File: src/rtl/gf2m_pkg.sv
// Shared GF(2^m) arithmetic definitions: default field parameters,
// the B-163 reduction polynomial and the multiplier FSM encoding.
package gf2m_pkg;

  localparam int DEFAULT_M = 163;
  localparam int DEFAULT_D = 8;

  // f(x) = x^163 + x^7 + x^6 + x^3 + 1, with the x^163 term left implicit
  localparam logic [162:0] B163_POLY = 163'hC9;

  typedef enum logic {IDLE, RUN} state_t;

  function automatic int ceil_div(input int a, input int b);
    return (a + b - 1) / b;
  endfunction

endpackage

File: src/rtl/gf2m_digit_step.sv
// One digit-serial iteration: acc_next = (acc * x^D + a * digit) mod f(x),
// with f(x) = x^M + p(x). Purely combinational.
module gf2m_digit_step #(
  parameter int M = 163,
  parameter int D = 8
) (
  input  logic [M-1:0] acc,
  input  logic [M-1:0] a,
  input  logic [D-1:0] digit,
  input  logic [M-1:0] p,
  output logic [M-1:0] acc_next
);

  // Horner over the digit bits, MSB first: every bit costs one multiply-by-x
  // with its reduction, then a conditional add of a. Because a is already
  // reduced, the sum never leaves the field and needs no extra reduction.
  always_comb begin
    logic [M-1:0] r;
    r = acc;
    for (int j = D - 1; j >= 0; j--) begin
      r = (r << 1) ^ (r[M-1] ? p : '0) ^ (digit[j] ? a : '0);
    end
    acc_next = r;
  end

endmodule

File: src/rtl/gf2m_digit_serial_mult.sv
// Digit-serial GF(2^M) polynomial-basis multiplier, C = A*B mod (x^M + P).
// Consumes one D-bit digit of B per clock, MSB digit first.
module gf2m_digit_serial_mult
  import gf2m_pkg::*;
#(
  parameter int M = DEFAULT_M,
  parameter int D = DEFAULT_D
) (
  input  logic         clk,
  input  logic         rst,
  input  logic         start,
  input  logic [M-1:0] A,
  input  logic [M-1:0] B,
  input  logic [M-1:0] P,
  output logic         busy,
  output logic         done,
  output logic [M-1:0] C
);

  localparam int N     = ceil_div(M, D);
  localparam int W     = N * D;
  localparam int CNT_W = (N > 1) ? $clog2(N) : 1;

  state_t           state_reg;
  logic [CNT_W-1:0] cnt_reg;
  logic [M-1:0]     acc_reg;
  logic [M-1:0]     a_reg;
  logic [M-1:0]     p_reg;
  logic [W-1:0]     b_reg;
  logic [M-1:0]     c_reg;
  logic             busy_reg;
  logic             done_reg;
  logic [M-1:0]     acc_next;
  logic [D-1:0]     digit;

  // b_reg shifts left each step, so the current digit always sits on top
  assign digit = b_reg[W-1 -: D];

  gf2m_digit_step #(
    .M (M),
    .D (D)
  ) u_step (
    .acc      (acc_reg),
    .a        (a_reg),
    .digit    (digit),
    .p        (p_reg),
    .acc_next (acc_next)
  );

  always_ff @(posedge clk) begin
    if (rst) begin
      state_reg <= IDLE;
      cnt_reg   <= '0;
      acc_reg   <= '0;
      a_reg     <= '0;
      p_reg     <= '0;
      b_reg     <= '0;
      c_reg     <= '0;
      busy_reg  <= 1'b0;
      done_reg  <= 1'b0;
    end else begin
      done_reg <= 1'b0;
      case (state_reg)
        IDLE: begin
          if (start) begin
            a_reg     <= A;
            p_reg     <= P;
            b_reg     <= W'(B);
            acc_reg   <= '0;
            cnt_reg   <= '0;
            busy_reg  <= 1'b1;
            state_reg <= RUN;
          end
        end
        RUN: begin
          acc_reg <= acc_next;
          b_reg   <= b_reg << D;
          cnt_reg <= cnt_reg + CNT_W'(1);
          if (cnt_reg == CNT_W'(N - 1)) begin
            c_reg     <= acc_next;
            done_reg  <= 1'b1;
            busy_reg  <= 1'b0;
            state_reg <= IDLE;
          end
        end
        default: state_reg <= IDLE;
      endcase
    end
  end

  assign busy = busy_reg;
  assign done = done_reg;
  assign C    = c_reg;

endmodule

File: config.mk
export PLATFORM = sky130hd
export DESIGN_NAME = gf2m_digit_serial_mult
export DESIGN_NICKNAME = d
export VERILOG_FILES = /design/src/rtl/gf2m_pkg.sv /design/src/rtl/gf2m_digit_step.sv /design/src/rtl/gf2m_digit_serial_mult.sv
export SDC_FILE = /design/constraint.sdc
export NUM_CORES = 2
export LEC_CHECK = 0
export BUFFER_PORTS_ARGS = -buffer_cell sky130_fd_sc_hd__buf_2
export CAP_MARGIN = 20
export CORE_MARGIN = 1
export CORE_UTILIZATION = 45
export DETAILED_ROUTE_END_ITERATION = 12
export PLACE_DENSITY_LB_ADDON = 0.3
export SLEW_MARGIN = 20
export SYNTH_ARGS = -nofsm -noshare
export SYNTH_HDL_FRONTEND = slang
export SYNTH_SLANG_ARGS = --single-unit
File: constraint.sdc
create_clock -name clk -period 10.6 [get_ports clk]
set_input_delay 0.53 -clock clk [delete_from_list [all_inputs] [get_ports clk]]
set_output_delay 0.53 -clock clk [all_outputs]
set_load 0.02 [all_outputs]
# Word level (Yosys, flattened, before mapping)
# Cells that the tools add are included.
# classes
n_lt_le_gt_ge	0
eq_ne	3
div	0
muxes	29
add_sub_neg	1
shift	0
reduce_logical	4
bitwise_logic	17
mul	0
# op_table
cell	n
163-bit two-way mux	17
163-bit XOR	16
168-bit case mux with 2 select lines	1
163-bit case mux with 2 select lines	1
168-bit two-way mux	1
5-bit case mux with 2 select lines	1
2-bit AND reduction	3
5-bit by 1-bit adder with 5-bit output (second input constant)	1
5-bit equality test (second input constant)	1
1-bit two-way mux	5
5-bit two-way mux	1
1-bit case mux with 2 select lines	2
2-bit by 1-bit != test with 1-bit output (second input constant)	1
2-bit != test (second input constant)	1
2-bit OR reduction	1
1-bit inverter	1
# totals
ramBits	0
romBits	0
memories	0
latchBits	0
reg_bits	828
wordCells	63
inputBits	492
out_inout_bits	165

# Depth between registers and ports, before layout
# logic_depth
ltp_word	25
mapped_depth	17
depth_no_buf	12

# Modules after synthesis
# From an unflattened synthesis, not the netlist that was laid out.
# unflattened
hier_cells	8942
hier_area_um2	66752.8
# by_module_without_submodules
mod	cells_each	seq_area_each_um2	area_per_inst_um2	n_inst
gf2m_digit_step	5681	0.0	36372.4	1
gf2m_digit_serial_mult	3261	16575.9	30380.4	1

# Worst setup path after synthesis
# No wires, ideal clock.
# synth_path
path_kind	register -> register
start	register a_reg[161]
end	register acc_reg[100]
t_arrival_ns	3.917
required_ns	10.483
n_path_buf	3
path_stages_with_launch	15
setup_slack_ns	6.566
setup_ns	0.117
synth_period_minus_slack_ns	4.034
cell_sequence	dfxtp_1 clkbuf_1 nand2_1 xor2_1 xnor3_1 xnor2_4 xor3_1 a221oi_2 xor2_2 buf_2 clkbuf_1 o211a_1 nor4_1 or3_1 a32o_1
# synth_between
elab_chain_len	23
elab_cells_between_ends	28
cone_classes	mux (13); bitwise (15)
# synth_lines
item	line_no	rtl
from (decl)	gf2m_digit_serial_mult.sv:27	logic [M-1:0] a_reg;
from (signal assigned)	gf2m_digit_serial_mult.sv:55	a_reg <= '0;
from (signal assigned)	gf2m_digit_serial_mult.sv:66	a_reg <= A;
163-bit two-way mux	gf2m_digit_step.sv:21	r = (r << 1) ^ (r[M-1] ? p : '0) ^ (digit[j] ? a : '0);
163-bit XOR (3 in a row)	gf2m_digit_step.sv:21	
163-bit two-way mux	gf2m_digit_step.sv:21	
163-bit XOR (2 in a row)	gf2m_digit_step.sv:21	
163-bit two-way mux	gf2m_digit_step.sv:21	
163-bit XOR (2 in a row)	gf2m_digit_step.sv:21	
163-bit two-way mux	gf2m_digit_step.sv:21	
163-bit XOR (2 in a row)	gf2m_digit_step.sv:21	
163-bit two-way mux	gf2m_digit_step.sv:21	
163-bit XOR	gf2m_digit_step.sv:21	
163-bit XOR (*)	gf2m_digit_step.sv:21	
163-bit two-way mux	gf2m_digit_step.sv:21	
163-bit XOR (*) (2 in a row)	gf2m_digit_step.sv:21	
163-bit two-way mux	gf2m_digit_step.sv:21	
163-bit XOR (*) (2 in a row)	gf2m_digit_step.sv:21	
163-bit case mux with 2 select lines (*)	gf2m_digit_serial_mult.sv:63	case (state_reg)
to (signal assigned)	gf2m_digit_serial_mult.sv:76	acc_reg <= acc_next;
to (decl)	gf2m_digit_serial_mult.sv:26	logic [M-1:0] acc_reg;
# Mark *: on every way between the ends. The rest lies on a longest branch, timed or not.
# A chain may end at the register's enable or synchronous reset.

# Final worst setup path
# layout_path
start	register b_reg[167]
end	register acc_reg[116]
# layout_between
elab_chain_len	24
# layout_lines
item	line_no	rtl
from (decl)	gf2m_digit_serial_mult.sv:29	logic [W-1:0] b_reg;
from (signal assigned)	gf2m_digit_serial_mult.sv:68	b_reg <= W'(B);
from (signal assigned)	gf2m_digit_serial_mult.sv:77	b_reg <= b_reg << D;
163-bit two-way mux (*)	gf2m_digit_step.sv:21	
163-bit XOR (*)	gf2m_digit_step.sv:21	
163-bit two-way mux	gf2m_digit_step.sv:21	
163-bit XOR (*) (2 in a row)	gf2m_digit_step.sv:21	
163-bit two-way mux	gf2m_digit_step.sv:21	
163-bit XOR (*) (2 in a row)	gf2m_digit_step.sv:21	
163-bit two-way mux	gf2m_digit_step.sv:21	
163-bit XOR (*) (2 in a row)	gf2m_digit_step.sv:21	
163-bit two-way mux	gf2m_digit_step.sv:21	
163-bit XOR (*) (2 in a row)	gf2m_digit_step.sv:21	
163-bit two-way mux	gf2m_digit_step.sv:21	
163-bit XOR (*) (2 in a row)	gf2m_digit_step.sv:21	
163-bit two-way mux	gf2m_digit_step.sv:21	
163-bit XOR (*) (2 in a row)	gf2m_digit_step.sv:21	
163-bit two-way mux	gf2m_digit_step.sv:21	
163-bit XOR (*) (2 in a row)	gf2m_digit_step.sv:21	
163-bit case mux with 2 select lines (*)	gf2m_digit_serial_mult.sv:63	
# Marks and branches as above.

==> summary.txt <==
Outcome
  • Status: complete, no violations

Clocking
  • Worst-path clk slew: 0.06 ns
  • Worst skew pair latency: 0.79 ns
  • Max H-tree Level: 3
  • CTS Root Buffer Type: clkbuf_16
  • CTS tree: yes
  • Post-CTS Setup Inserts: 0
  • Clk sink count: between 800 and 900
  • CTS max path bufs: 3
  • CTS buffer count: 99

Worst setup path
  • Max stage delay on crit path: between 1 and 1.5 ns
  • R2r setup slk: 2.97 ns
  • Worst EP arrival: 8.30 ns
  • Worst EP required: ~11 ns
  • CP startpoint: b_reg[167]$_SDFFE_PP0P_
  • Buf/Inv on CP: 3
  • Worst path slowest cell: and4_4
  • Delay-heaviest family, CP: buffers and inverters
  • Worst-path maximum fanout: 238
  • CP Capture Type: register
  • Worst Setup Path Type: register to register
  • Reg-to-Reg Start: b_reg[167]$_SDFFE_PP0P_
  • Crit-path cells: buf_4, a21boi_0, o221ai_1, and4_4, nor3_1, xnor2_1, xnor2_4, buf_12, buf_4, a211oi_1, a211oi_1, nor4_1, or3_1, a32o_1
  • Startpoint types: register

GRT
  • Global-route usage over all layers: 33.0%
  • GR Overflow Total: 0
  • Vias in the first global route: 72900
  • Initial antenna violation count: 20
  • Largest net degree at the start of global routing: about 260
  • First-pass GRT wire length: 439 mm

Synth
  • Synth async-reset ratio: 0%
  • Register area share after synthesis: between 20% and 30%
  • EDFF count, synth: 0
  • Syn_nets: between 10000 and 15000
  • Seq cells post-synth: 828
  • Mapped cell area: 0.0742 mm²
  • Distinct cells, synth: 49
  • Yosys warning count: 0
  • Synth Flop Type: dfxtp_1
  • Mapped Avg Cell Area: 7.23 µm²
  • Gate Count Post-Synth: 10300

Job
  • Number of max-cap violations: 0

Placed design
  • DP HPWL: 188 mm
  • Buffers on Ports: 656
  • Final Wtd Congestion: 0.947

Timing
  • Final period util: 72.0%
  • RSZ-0062 raised after global routing: false
  • Min cycle time layout: 7.63 ns
  • Final Max Slew Viols: 0
  • Final hold vios: 0
  • Clock Skews: 0.0723 ns
  • Max-slew headroom: 17.3%
  • Setup TNS: 0 ns
  • Achievable frequency: 0.131 GHz
  • Slew @ Worst Pin: 1.24 ns
  • Final setup fails: 0

Route
  • Drt drc: 0
  • Router iterations before antenna repair: 7
  • 1st-iter DRT viols: 9259
  • Vias per std cell: 6.21
  • Total number of vias: between 70000 and 80000
  • Drt total wl: 288 mm
  • DR WL/cell: 23.2 µm
  • Post-route ant nets: 0

Finish
  • Area Growth Syn to Fin: 10.5%
  • Commonest cells after routing, fill and taps aside: 2483 x nand2_1, 1006 x xnor2_1, 817 x dfxtp_1
  • Area of the multi-input gates: 0.0530 mm²
  • Sequential cell area: ~0.017 mm²
  • Fillers: roughly 16000
  • Layout cell share with drive strength beyond 1: 9.31%
  • Max reg flops: roughly 170
  • Util after Layout: ~50%
  • Commonest non-fill, non-tap cell in the layout: nand2_1
  • Total Nets Final: 10600

Hold path
  • Hold Path Class: input port to register
  • Min-delay src: A[68]

Die
  • Die Area: ~0.17 mm²
  • Chip Width: 408 µm
  • Initial Util: a little under half
  • Die H: 408 µm
  • I/O pin count: 657
  • Core area: between 0.15 and 0.2 mm²
  • FP Rows: 148

Power and ir drop
  • Static Leak: 0.0317 µW
  • P per Cell Area: between 100 and 150 mW/mm²
  • Design Power: 9970 µW
  • Worst VDD drop: about 150 µV
## cells by family (layout without fill, tap and decap cells)
logic type,count (synthesis),in the layout,synth area share (%)
other,0,17,0
adders and majority gates,2,2,0.0337
xor gates and xnor gates,1666,1666,22.9
muxes,323,323,4.36
and+or+nand+nor,3957,3957,22.8
buffers and inverters,1261,1222,6.52
DFF,828,828,22.3
AOI/OAI and AO/OA,2224,2224,21.1
## per-layer routing
layer	global-route usage (%)	share of wire [%]	vias to the layer above	wire [µm]
li1	-	-	35100	-
met1	43.1	40	36500	117000
met2	50.2	43	4573	124000
met3	8.70	12	897	33400
met4	16.2	4.9	10	14200
met5	0	0.019	-	56
## cell usage after synthesis, types with 2 or more instances
library cell / instances / area share [%]
and3_1: 7 / 0.059
nor2_1: 342 / 1.7
buf_1: 207 / 1.0
nor2b_1: 5 / 0.042
or3_1: 155 / 1.3
buf_4: 4 / 0.040
ha_1: 2 / 0.034
xnor2_2: 2 / 0.044
nor4_1: 307 / 2.6
xor3_1: 2 / 0.064
or2_2: 3 / 0.025
o211a_1: 312 / 4.2
a211oi_1: 469 / 4.7
a32o_1: 155 / 2.1
xnor3_1: 166 / 5.0
o22a_1: 155 / 1.8
xor2_1: 483 / 5.7
inv_1: 157 / 0.79
o21ai_0: 320 / 2.2
nand3_1: 323 / 2.2
mux2i_1: 323 / 4.4
a21boi_0: 156 / 1.6
nand2b_1: 2 / 0.017
a22o_1: 2 / 0.024
nand2_1: 2483 / 13
clkbuf_1: 819 / 4.1
xnor2_1: 1008 / 12
dfxtp_1: 828 / 22
buf_2: 73 / 0.49
nor3_1: 313 / 2.1
a21oi_1: 648 / 4.4
nand4_1: 3 / 0.025
nor3b_1: 9 / 0.091
xor2_2: 3 / 0.066
## through the flow
| step | cells | area, µm² | hold WS, ns | setup slack [ns] |
|---|---|---|---|---|
| final | 12400 | 82100 | 0.0385 | 2.97 |
| after detailed placement | 12100 | 76900 | 0.445 | 3.29 |
| after global routing | 12400 | 82000 | 0.0233 | 2.81 |
| after CTS | 12400 | 81900 | 0.00106 | 3.27 |
| after global placement | 12100 | 76900 | 0.441 | 3.44 |
| after floorplan | 10300 | 74200 | 0.444 | 6.57 |
## power breakdown
| group | switching (µW) | internal, µW |
|---|---|---|
| clock | 1560 | 2130 |
| combinational | 1730 | 934 |
| sequential | 356 | 3260 |
## area by class of cell
| type | instances | share of cell area [%] |
|---|---|---|
| timing repair buffer | 888 | 6.83 |
| sequential | 828 | 20.3 |
| clock buffer | 133 | 3.42 |
| multi-input combinational | 8172 | 64.6 |
| clock inverter | 44 | 0.843 |
| tap | 2175 | 3.32 |
| antenna | 17 | 0.0518 |
| inverter | 157 | 0.721 |
## tightest hold or removal path: cells and delay by family
kind,cells,cell delay (ns)
compound gates,1,0.05
buf+inv,1,0.09
simple gates,1,0.04
## final timing paths
path,to,depth (start not counted)
worst min-delay path,a_reg[68]$_SDFFE_PP0P_,3
worst max register to register,acc_reg[116]$_SDFFE_PP0P_,14
worst min register to register,C[56]$_SDFFE_PP0P_,2
worst max-delay path,acc_reg[116]$_SDFFE_PP0P_,14
## repair_timing
item | 4_1_cts | 5_1_grt
hold buffers | 141 | 0
endpoints found under the hold margin | 141 | 0
resized for setup | 0 | 0
No activity file was read; power rests on OpenSTA's default activity.
